===== src/rtl/clkdiv.sv =====
`default_nettype none
// ============================================================================
// Module   : clkdiv
// Brief    : Parameterised divider producing a registered square wave of
//            ~F1 Hz from clk (F0 Hz), plus a one-cycle wrap strobe.
// Revision : 1.0 - initial release
// ============================================================================
module clkdiv #(
  parameter int F0 = 50_000_000,
  parameter int F1 = 9_600
) (
  input  logic clk,
  input  logic rst_n,
  output logic out,
  output logic tick
);

  // Guarded so an illegal F1 reaches the check below instead of dividing by 0.
  localparam int DIV  = (F1 > 0) ? (F0 + F1 / 2) / F1 : 2;
  localparam int LOW  = DIV - DIV / 2;
  localparam int HIGH = DIV / 2;
  localparam int CW   = (DIV > 2) ? $clog2(DIV) : 1;

  localparam logic [CW-1:0] C_LAST = CW'(DIV - 1);
  localparam logic [CW-1:0] C_LOW  = CW'(LOW);

  generate
    if (F1 <= 0 || DIV < 2) begin : g_param_check
      $error("clkdiv: illegal parameters F0=%0d F1=%0d (need F1 > 0 and DIV >= 2)", F0, F1);
    end
  endgenerate

  logic [CW-1:0] r_cnt;
  logic          r_out;
  logic          r_tick;
  logic [CW-1:0] w_cnt_next;
  logic          w_wrap;

  always_comb begin
    w_wrap     = (r_cnt == C_LAST);
    w_cnt_next = w_wrap ? '0 : r_cnt + 1'b1;
  end

  // out is decoded from the next count so it changes on the same edge as cnt.
  always_ff @(posedge clk or negedge rst_n) begin
    if (!rst_n) begin
      r_cnt  <= '0;
      r_out  <= 1'b0;
      r_tick <= 1'b0;
    end else begin
      r_cnt  <= w_cnt_next;
      r_out  <= (w_cnt_next >= C_LOW);
      r_tick <= w_wrap;
    end
  end

  assign out  = r_out;
  assign tick = r_tick;

endmodule
`default_nettype wire


===== config.mk =====
export PLATFORM = sky130hd
export DESIGN_NAME = clkdiv
export DESIGN_NICKNAME = d
export VERILOG_FILES = /design/src/rtl/clkdiv.sv
export SDC_FILE = /design/constraint.sdc
export NUM_CORES = 1
export LEC_CHECK = 0
export BUFFER_PORTS_ARGS = -buffer_cell sky130_fd_sc_hd__buf_4
export CAP_MARGIN = 10
export CORE_MARGIN = 2
export CORE_UTILIZATION = 57
export CTS_CLUSTER_DIAMETER = 150
export DETAILED_ROUTE_END_ITERATION = 12
export HOLD_SLACK_MARGIN = 0.05
export PLACE_DENSITY = 0.75
export SYNTH_ARGS = -nofsm -noshare
export SYNTH_HDL_FRONTEND = slang
export SYNTH_SLANG_ARGS = --single-unit

===== constraint.sdc =====
create_clock -name clk -period 1.9 [get_ports clk]
set_input_delay 0.38 -clock clk [delete_from_list [all_inputs] [get_ports clk]]
set_output_delay 0.38 -clock clk [all_outputs]
set_load 0.005 [all_outputs]

==> impl_metrics.json <==
{
  "status": "finished, final reports clean",
  "synth_cell_types": 32,
  "antenna_cells_inserted": 0,
  "routedWlPerCell_um": 14.8,
  "ys.warnings.count": 0,
  "p_sw_uw": 103,
  "grt_start_max_net_pins": 16,
  "first_global_vias": 626,
  "area_growth_synth_to_finish_pct": 10.5,
  "worstPathBufferInverterCount": 0,
  "filler_cell_count": 119,
  "max_stage_delay_ps": 470,
  "multiInputGateArea_um2": 398,
  "holdCritPathClass": "input pin to async pin",
  "worst_ir_drop_vdd_mv": 0.417,
  "cts-root-to-sink-buffers": 2,
  "die_y_um": 42.0,
  "slowest_stage": "or4_4",
  "pwr-share-clk_pct": 35.3,
  "final_antenna_net_count": 0,
  "ff2ff_setup_slack_ps": 210,
  "mappedNetlistNets": 85,
  "cp-start-kind": "flip-flop",
  "max_freq_ghz": 0.593,
  "synthesis.area_per_instance_um2": 10.1,
  "yosys.area.top_type_share_pct": 45.5,
  "seqCellArea_um2": 375,
  "cts_tree": "built",
  "die_width_um": 42.0,
  "worst_slew_margin_rel_pct": 78.4,
  "route.detailed.vias_per_inst": 5.84,
  "layout_min_cycle_time_ps": 1690,
  "grt-ovfl-total": 0,
  "path_cells": "ha_1, nand4_1, or4_4, a21oi_2, a2bb2oi_1, o21ai_1",
  "cts_made_buffers": 3,
  "cpLargestDelayFamily": "simple AND/OR/NAND/NOR gates",
  "place_inst": 101,
  "floorplan.core_area_um2": 1330,
  "static-leakage-power_nw": 0.399,
  "layout-drive-gt1-share_pct": 19.8,
  "post-cts-setup-buffer-count": 0,
  "detail_route.wirelength_mm": 1.57,
  "whs_ps": 479,
  "cellPowerDensity_nw_per_um2": 556,
  "clock_latency_late_sink_ps": 280,
  "final_min_period_over_clock_period_pct": 88.7,
  "comb_power_share_pct": 1.7,
  "top_level_ports": 4,
  "rsz0062_at_grt": "false",
  "cts_resized": 0,
  "clock_tree.root_cell": "clkbuf_4",
  "netlist_instances": 82,
  "drt_iter0_drc": 10,
  "worst_ep_arrival_time_ps": 1900,
  "antenna_found_initial": 0,
  "floorplan.die_area_um2": 1770,
  "syn_area_um2": 825,
  "sequential_share_of_power_pct": 63.0,
  "criticalPathCategory": "flip-flop to flip-flop",
  "final-hold-violation-count": 0,
  "fin_nets": 95,
  "remaining_drc_errors": 0,
  "power.share.switching_pct": 20.4,
  "postCtsHoldBufs": 1,
  "cp-startpoint": "r_cnt[0]$_DFF_PN0_",
  "report.final.slew_viol_count": 0,
  "port-buffer-count": 3,
  "synth.top_cells.by_area": "dfrtp_1 (46%), xor2_1 (6.4%), nor2_1 (4.6%)",
  "htree_levels": 1,
  "grt_pass1_wl_mm": 2.64,
  "instances_no_fill": 106,
  "gp_routability_congestion": 0.802,
  "worst-slew-pin-transition_ps": 321,
  "clock_skew_ps": 3.42,
  "synth_sequential_area_ratio_pct": 45.5,
  "fin_setup_tns_ps": 0,
  "yosys_register_bits": 15,
  "max-cap-violations": 0,
  "setup_viol_count_final": 0,
  "worstPathRequired_ps": 2110,
  "count_of_clock_tree_sinks": 15,
  "hpwl_mm": 1.16,
  "cellInternalPower_uw": 403,
  "placementRows": 13,
  "worst-path-max-fanout": 4,
  "clock_pin_transition_on_the_worst_setup_and_hold_timing_paths_ps": 90,
  "groute.usage.overall_pct": 19.9,
  "critPathCaptureType": "flip-flop",
  "cell_accounting_for_the_most_synthesized_area": "dfrtp_1",
  "regToRegStartpoint": "r_cnt[0]$_DFF_PN0_",
  "post-route-util_pct": 68.3,
  "initial_standard_cell_utilization_of_the_core_pct": 61.8,
  "detail_route.first_pass.iterations": 4,
  "routed-via-count": 619
}
-- placed cells by master, fill, tap and decap left out, types with 2 or more instances in the layout --
cell / count
a21oi_1: 2
nand3_1: 2
nor4bb_1: 2
xor2_1: 6
clkbuf_4: 3
nand4_1: 2
nor2_1: 10
nor3_1: 2
buf_4: 10
nand2_1: 8
inv_1: 2
nor4_1: 2
xnor2_1: 4
dfrtp_1: 15
o21ai_0: 3
-- sequential cells by signal, summed over array words and instances, names as in the netlist --
name and flops:
out 1, r_cnt 13, tick 1
-- power groups by stage --
stage	Combinational (mW)	Clock, mW	Sequential (mW)
final	0.00885	0.179	0.319
after global routing	0.0105	0.195	0.319
after CTS	0.00951	0.185	0.319
after detailed placement	0.00792	0	0.325
after global placement	0.00774	0	0.325
after floorplan	0.000000165	0	0.325
-- cell type report --
class	instances	share of cell area [%]
multi-input combinational	59	43.7
tap	15	2.06
inverter	2	0.824
timing repair buffer	11	9.34
sequential	15	41.2
clock buffer	4	2.88
-- worst reg2reg max path, cell delays in order (launching register included) --
cell and delay [ps]:
dfrtp_1 420, ha_1 210, nand4_1 210, or4_4 470
a21oi_2 160, a2bb2oi_1 80, o21ai_1 80
-- metrics by stage --
stage / total power [mW] / instance area [um^2] / setup slack (ps)
final: 0.506 / 911 / 214
after detailed placement: 0.333 / 875 / 220
after global placement: 0.333 / 875 / 239
after floorplan: 0.325 / 825 / 272
after global routing: 0.524 / 911 / 0.480
after CTS: 0.513 / 911 / 196
-- cells in the mapped netlist --
cell and n:
nand4_1 2, nor4bb_1 2, or3_1 1, a21bo_2 1, and4b_1 1, nor2_1 10, ha_1 1, buf_4 3
nor2b_1 1, a21oi_1 2, o21ai_0 3, dfrtp_1 15, or4_4 1, o21ai_1 1, buf_2 2, nor3_1 2
xor2_1 6, nand3_4 1, o31ai_1 1, a211o_1 1, nand4_2 1, nand2_1 8, nand3_1 2, o21bai_1 1
nor4_1 2, a32oi_1 1, xnor2_1 4, a21oi_2 1, inv_1 2, a2bb2oi_1 1, a2111o_1 1, buf_6 1
-- final timing paths --
check / to / cells after the start
max in group asynchronous: r_cnt[10]$_DFF_PN0_ / 2
worst min register to register: r_cnt[0]$_DFF_PN0_ / 1
worst max register to register: out$_DFF_PN0_ / 6
worst min-delay path: r_cnt[2]$_DFF_PN0_ / 2
min in group clk: r_cnt[0]$_DFF_PN0_ / 1
worst max-delay path: out$_DFF_PN0_ / 6
-- cell families after synthesis --
| kind of cell | after synthesis | share of synthesized area [%] |
|---|---|---|
| AND/OR/NAND/NOR | 34 | 23.8 |
| flip-flops | 15 | 45.5 |
| AO/OA/AOI/OAI | 14 | 12.3 |
| XOR/XNOR | 10 | 10.6 |
| buffers and inverters | 8 | 6.22 |
| adder cells (fa/ha/maj) | 1 | 1.52 |
-- per-layer routing --
layer  up-vias  share of wire (%)  GRT usage (%)  wire, um
li1        305                  -              -         -
met1       291                 45           25.4       710
met2        21                 48           31.6       753
met3         2                5.3           3.45        83
met4         0                1.4           11.9        22
met5         -                  0              0         0
Power figures use the tool's default switching activity.
